--- config.mk ---
export PLATFORM = sky130hd
export DESIGN_NAME = pipe_hazard_ctrl
export DESIGN_NICKNAME = d
export VERILOG_FILES = /design/src/rtl/pipe_hazard_ctrl.sv
export SDC_FILE = /design/constraint.sdc
export NUM_CORES = 1
export LEC_CHECK = 0
export CELL_PAD_IN_SITES_DETAIL_PLACEMENT = 1
export CELL_PAD_IN_SITES_GLOBAL_PLACEMENT = 2
export CORE_MARGIN = 8
export CORE_UTILIZATION = 32
export CTS_CLUSTER_DIAMETER = 120
export CTS_CLUSTER_SIZE = 24
export DETAILED_ROUTE_END_ITERATION = 16
export PLACE_DENSITY_LB_ADDON = 0.1
export SYNTH_ARGS = -nofsm -noshare
export SYNTH_HDL_FRONTEND = slang
export SYNTH_SLANG_ARGS = --single-unit
export TNS_END_PERCENT = 50
--- constraint.sdc ---
create_clock -name clock -period 7.4 [get_ports clock]
set_input_delay 1.85 -clock clock [delete_from_list [all_inputs] [get_ports clock]]
set_output_delay 1.85 -clock clock [all_outputs]
set_load 0.05 [all_outputs]
--- src/rtl/pipe_hazard_ctrl.sv ---
// Pipeline stall/flush sequencer. Covers load-use hazards, taken branches,
// multi-cycle MDU ops held in EX, and data-memory wait states with a timeout.
module pipe_hazard_ctrl #(
    parameter int MDU_LAT     = 4,
    parameter int MEM_TIMEOUT = 16
) (
    input  logic        clock,
    input  logic        reset_n,
    input  logic [4:0]  id_rs,
    input  logic [4:0]  id_rt,
    input  logic        id_uses_rs,
    input  logic        id_uses_rt,
    input  logic [4:0]  ex_rt,
    input  logic        ex_memread,
    input  logic        branch_taken,
    input  logic        mdu_start,
    input  logic        mem_req,
    input  logic        mem_ready,
    output logic        pc_wen,
    output logic        ifid_wen,
    output logic        idex_wen,
    output logic        exmem_wen,
    output logic        memwb_wen,
    output logic        ifid_flush,
    output logic        idex_flush,
    output logic        exmem_flush,
    output logic        memwb_flush,
    output logic        mem_err,
    output logic        busy,
    output logic [31:0] stall_cycles
);

    localparam int MDU_CW  = (MDU_LAT > 2) ? $clog2(MDU_LAT) : 1;
    localparam int WAIT_CW = $clog2(MEM_TIMEOUT) + 1;

    typedef enum logic [1:0] {
        RUN      = 2'd0,
        MDU_BUSY = 2'd1,
        MEM_WAIT = 2'd2
    } state_t;

    state_t             state, next_state;
    logic [MDU_CW-1:0]  mdu_cnt, mdu_cnt_nxt;
    logic [WAIT_CW-1:0] wait_cnt, wait_cnt_nxt;
    logic               load_use;
    logic               do_run, allow_mem, allow_mdu;

    assign load_use = ex_memread && (ex_rt != 5'd0) &&
                      ((id_uses_rs && (ex_rt == id_rs)) ||
                       (id_uses_rt && (ex_rt == id_rt)));

    assign busy = (state != RUN);

    always_ff @(posedge clock or negedge reset_n) begin
        if (!reset_n) begin
            state        <= RUN;
            mdu_cnt      <= '0;
            wait_cnt     <= '0;
            stall_cycles <= '0;
        end else begin
            state    <= next_state;
            mdu_cnt  <= mdu_cnt_nxt;
            wait_cnt <= wait_cnt_nxt;
            if (!pc_wen && (stall_cycles != 32'hFFFF_FFFF))
                stall_cycles <= stall_cycles + 32'd1;
        end
    end

    // Each state either produces its own outputs or defers to the shared RUN
    // priority chain, with the allow_* flags masking the rules it must skip.
    always_comb begin
        next_state   = state;
        mdu_cnt_nxt  = mdu_cnt;
        wait_cnt_nxt = wait_cnt;
        pc_wen       = 1'b1;
        ifid_wen     = 1'b1;
        idex_wen     = 1'b1;
        exmem_wen    = 1'b1;
        memwb_wen    = 1'b1;
        ifid_flush   = 1'b0;
        idex_flush   = 1'b0;
        exmem_flush  = 1'b0;
        memwb_flush  = 1'b0;
        mem_err      = 1'b0;
        do_run       = 1'b0;
        allow_mem    = 1'b0;
        allow_mdu    = 1'b0;

        unique case (state)
            RUN: begin
                do_run    = 1'b1;
                allow_mem = 1'b1;
                allow_mdu = 1'b1;
            end
            MDU_BUSY: begin
                if (mdu_cnt != '0) begin
                    pc_wen      = 1'b0;
                    ifid_wen    = 1'b0;
                    idex_wen    = 1'b0;
                    exmem_flush = 1'b1;
                    mdu_cnt_nxt = mdu_cnt - 1'b1;
                end else begin
                    do_run     = 1'b1;
                    next_state = RUN;
                end
            end
            MEM_WAIT: begin
                if (mem_ready) begin
                    do_run       = 1'b1;
                    allow_mdu    = 1'b1;
                    next_state   = RUN;
                    wait_cnt_nxt = '0;
                end else if (wait_cnt == WAIT_CW'(MEM_TIMEOUT - 1)) begin
                    mem_err      = 1'b1;
                    memwb_flush  = 1'b1;
                    next_state   = RUN;
                    wait_cnt_nxt = '0;
                end else begin
                    pc_wen       = 1'b0;
                    ifid_wen     = 1'b0;
                    idex_wen     = 1'b0;
                    exmem_wen    = 1'b0;
                    memwb_wen    = 1'b0;
                    wait_cnt_nxt = wait_cnt + 1'b1;
                end
            end
            default: next_state = RUN;
        endcase

        if (do_run) begin
            if (allow_mem && mem_req && !mem_ready) begin
                pc_wen       = 1'b0;
                ifid_wen     = 1'b0;
                idex_wen     = 1'b0;
                exmem_wen    = 1'b0;
                memwb_wen    = 1'b0;
                next_state   = MEM_WAIT;
                wait_cnt_nxt = WAIT_CW'(1);
            end else if (allow_mdu && mdu_start) begin
                pc_wen      = 1'b0;
                ifid_wen    = 1'b0;
                idex_wen    = 1'b0;
                exmem_flush = 1'b1;
                mdu_cnt_nxt = MDU_CW'(MDU_LAT - 2);
                next_state  = MDU_BUSY;
            end else if (branch_taken) begin
                ifid_flush = 1'b1;
                idex_flush = 1'b1;
            end else if (load_use) begin
                pc_wen     = 1'b0;
                ifid_wen   = 1'b0;
                idex_flush = 1'b1;
            end
        end

        // Hold the whole pipeline quiet while reset is asserted.
        if (!reset_n) begin
            pc_wen      = 1'b0;
            ifid_wen    = 1'b0;
            idex_wen    = 1'b0;
            exmem_wen   = 1'b0;
            memwb_wen   = 1'b0;
            ifid_flush  = 1'b0;
            idex_flush  = 1'b0;
            exmem_flush = 1'b0;
            memwb_flush = 1'b0;
            mem_err     = 1'b0;
        end
    end

endmodule
==> impl_metrics.env <==
export IMPL_status="finished clean"
export IMPL_die_area_um2=10770
export IMPL_required_ns=5.55
export IMPL_io_buffers=66
export IMPL_antenna_left=0
export IMPL_syn_inst=243
export IMPL_synth_nets=273
export IMPL_clock_path_buffers=2
export IMPL_syn_avg_cell_area_um2=10.15
export IMPL_cap_viol_max_count=0
export IMPL_layout_min_cycle_time_ns=6.361
export IMPL_gr_usage_met3=0.02602
export IMPL_critPathLaunchType="primary input"
export IMPL_start_util=0.3242
export IMPL_skew_ns=0.005254
export IMPL_netlist_area_um2=2466
export IMPL_holdPathStages=1
export IMPL_grtUsageMet2=0.1916
export IMPL_grt_max_degree=29
export IMPL_slew_headroom=0.6507
export IMPL_drt_pass1_iterations=4
export IMPL_powerDensity_nw_per_um2=334.7
export IMPL_drtIter0Drc=63
export IMPL_worst_slew_pin_slew_ns=0.5223
export IMPL_startpoint="mem_ready"
export IMPL_multi_input_area_um2=1349
export IMPL_tns_ns=0
export IMPL_drt_wl_total_um=6619
export IMPL_cts_root_buf="clkbuf_8"
export IMPL_p_int_mw=0.5861
export IMPL_cp_end_kind="output port"
export IMPL_numCtsBuffers=5
export IMPL_swShare=0.4743
export IMPL_htree_levels=2
export IMPL_critical_path_max_stage_delay_ns=0.88
export IMPL_grt_pass1_vias=2169
export IMPL_grt_util_all_layers=0.1233
export IMPL_cts_reportedPaths_clkPinSlew_ns=0.08
export IMPL_cts_resized=0
export IMPL_rsz0062_at_grt="false"
export IMPL_layout_area_seq_um2=1026
export IMPL_place_hpwl_um=5004
export IMPL_drc_errors=0
export IMPL_wl_per_cell_um=16.03
export IMPL_holdBufCountCts=0
export IMPL_leakage_nw=1.366
export IMPL_power_total_mw=1.115
export IMPL_n_fill_cell=872
export IMPL_core_um2=7607
export IMPL_antenna_cells=0
export IMPL_antenna_found_initial=0
export IMPL_io_pins=67
export IMPL_clock_latency_ns=0.29
export IMPL_gp_congestion=0.7304
export IMPL_vias=2010
export IMPL_ys_ff_latch=41
export IMPL_worstHoldPathType="reg -> reg"
export IMPL_max_freq_mhz=157.2
export IMPL_slew_viol_final=0
export IMPL_drive_gt1_frac=0.1093
export IMPL_reg2regPathDepth=8
export IMPL_cts_setup_buffers=0
export IMPL_crit_arrival_ns=4.51
export IMPL_clockPowerShare=0.169
export IMPL_clkSinkCount=41
export IMPL_finalNetCount=340
export IMPL_grt_pass1_wl_um=11210
export IMPL_area_growth_pct=35.06
export IMPL_worstPathCellList="clkdlybuf4s50_1 > nand4bb_1 > nand2_1 > a311oi_1 > a21boi_4 > clkdlybuf4s50_1"
export IMPL_hold_viol=0
export IMPL_overflow=0
export IMPL_busiest_layer="met2"
export IMPL_fp_dieW_um=103.8
export IMPL_rows=32
export IMPL_viasPerCell=4.867
export IMPL_setup_viol_count_final=0
export IMPL_crit_top_cell="clkdlybuf4s50_1"
export IMPL_path_class="in -> out"
export IMPL_fin_crit_sh=0.8596
export IMPL_power_switching_mw=0.5288
export IMPL_hold_ws_ns=0.4892
export IMPL_ys_types=47
export IMPL_fp_dieH_um=103.8
export IMPL_seqPwrFrac=0.306
export IMPL_min_from="stall_cycles[21]$_DFFE_PN0P_"
export IMPL_crit_path_max_fanout=9
export IMPL_slowest_stage="clkdlybuf4s50_1"
export IMPL_combinationalPowerShare=0.526
export IMPL_r2r_start="state[1]$_DFF_PN0_"
export IMPL_yosysWarnings=0
export IMPL_ys_seq_area_frac=0.4160
export IMPL_tritoncts="yes"
export IMPL_ir_drop_v=0.0002005
export IMPL_use_met1=0.1693
==> worst paths after layout <==
kind | end | slack [ns]
min in group asynchronous | mdu_cnt[0]$_DFF_PN0_ | 1.49
worst min-delay path | stall_cycles[21]$_DFFE_PN0P_ | 0.49
worst min register to register | stall_cycles[21]$_DFFE_PN0P_ | 0.49
max in group asynchronous | stall_cycles[28]$_DFFE_PN0P_ | 5.17
worst max-delay path | ifid_wen | 1.04
worst max register to register | stall_cycles[1]$_DFFE_PN0P_ | 4.59
==> layout by cell type (no fill, tap or decap), types with 4 or more instances in the layout <==
master | Yosys | routed
clkdlybuf4s50_1 | 0 | 65
dfrtp_1 | 41 | 41
xor2_1 | 30 | 30
nand2_1 | 28 | 28
nor3_1 | 15 | 15
nor2_1 | 12 | 12
xnor2_1 | 12 | 12
nor4_2 | 12 | 12
nand4_1 | 11 | 11
inv_1 | 7 | 7
nand3_1 | 7 | 7
and3_1 | 6 | 6
ha_1 | 6 | 6
clkbuf_8 | 0 | 6
o21ai_0 | 5 | 5
a21oi_1 | 4 | 4
and2_1 | 4 | 4
and4_1 | 4 | 4
buf_4 | 5 | 4
==> cells in the mapped netlist (all sizes together) <==
| master | count | area, µm² |
|---|---|---|
| dfrtp | 41 | 1026 |
| xor2 | 30 | 262.8 |
| nand2 | 28 | 105.1 |
| nor3 | 16 | 85.08 |
| nor2 | 13 | 51.30 |
| nor4 | 13 | 171.4 |
| nand4 | 12 | 81.33 |
| xnor2 | 12 | 105.1 |
| buf | 8 | 65.06 |
| inv | 7 | 26.28 |
| nand3 | 7 | 35.03 |
| and3 | 6 | 37.54 |
| ha | 6 | 75.07 |
| o21ai | 6 | 33.78 |
| a21oi | 5 | 28.78 |
| and2 | 4 | 25.02 |
| and4 | 4 | 35.03 |
| nor4b | 3 | 38.79 |
| a21boi | 2 | 18.77 |
| and4b | 2 | 20.02 |
| clkbuf | 2 | 7.510 |
| mux2 | 2 | 22.52 |
| a21o | 1 | 7.510 |
| a22oi | 1 | 7.510 |
| a311oi | 1 | 8.760 |
| a31oi | 1 | 6.260 |
| nand2b | 1 | 6.260 |
| nand3b | 1 | 7.510 |
| nand4bb | 1 | 11.26 |
| nor2b | 1 | 6.260 |
| nor3b | 1 | 7.510 |
| o211a | 1 | 10.01 |
| o21a | 1 | 7.510 |
| o22ai | 1 | 6.260 |
| or3b | 1 | 8.760 |
| or4 | 1 | 7.510 |
==> layer usage <==
layer  part of all wire  wire length, µm
met2               0.46             3020
met4             0.0050               33
met5                  0                0
met1               0.51             3362
met3              0.031              203
==> stage by stage <==
step | cells | instance area [µm²] | utilization | setup slack [ns]
after floorplan | 243 | 2466 | - | 1.196
final | 413 | 3331 | 0.4378 | 1.039
after CTS | 413 | 3331 | 0.4378 | 1.016
after detailed placement | 405 | 3214 | 0.4225 | 1.020
after global routing | 413 | 3331 | 0.4378 | 0.8468
after global placement | 405 | 3214 | 0.4225 | 1.048
==> flip-flops by register name, summed over array words and instances (netlist names) <==
| name | cells |
|---|---|
| mdu_cnt | 2 |
| stall_cycles | 32 |
| state | 2 |
| wait_cnt | 5 |
==> critical path, delay by kind of cell <==
family          cells  cell delay [ns]
buf+inv             2             1.49
compound gates      2             0.80
simple gates        2             0.36
==> layout make-up <==
type / count / share of cell area
clock buffers: 7 / 0.02592
repair buffers: 70 / 0.2059
clock inverters: 1 / 0.009016
flip-flops and latches: 41 / 0.3080
inverters: 7 / 0.007889
well taps: 102 / 0.03832
multi-input cells: 185 / 0.4050
==> power groups by stage <==
stage	logic (mW)	registers, mW	clock network, mW
floorplan	0.310	0.441	0
global placement	0.595	0.345	0
detailed placement	0.594	0.345	0
CTS	0.596	0.342	0.195
global route	0.636	0.351	0.203
finish	0.586	0.341	0.188
==> kinds of logic after synthesis <==
kind of cell               after synthesis  share of synthesized area
and+or+nand+nor                        115                     0.3004
adders and majority gates                6                    0.03044
buffers and inverters                   17                    0.04008
muxes                                    2                   0.009132
DFF                                     41                     0.4160
xor gates and xnor gates                42                     0.1492
AOI/OAI and AO/OA                       20                    0.05480
Power figures use the tool's default switching activity.
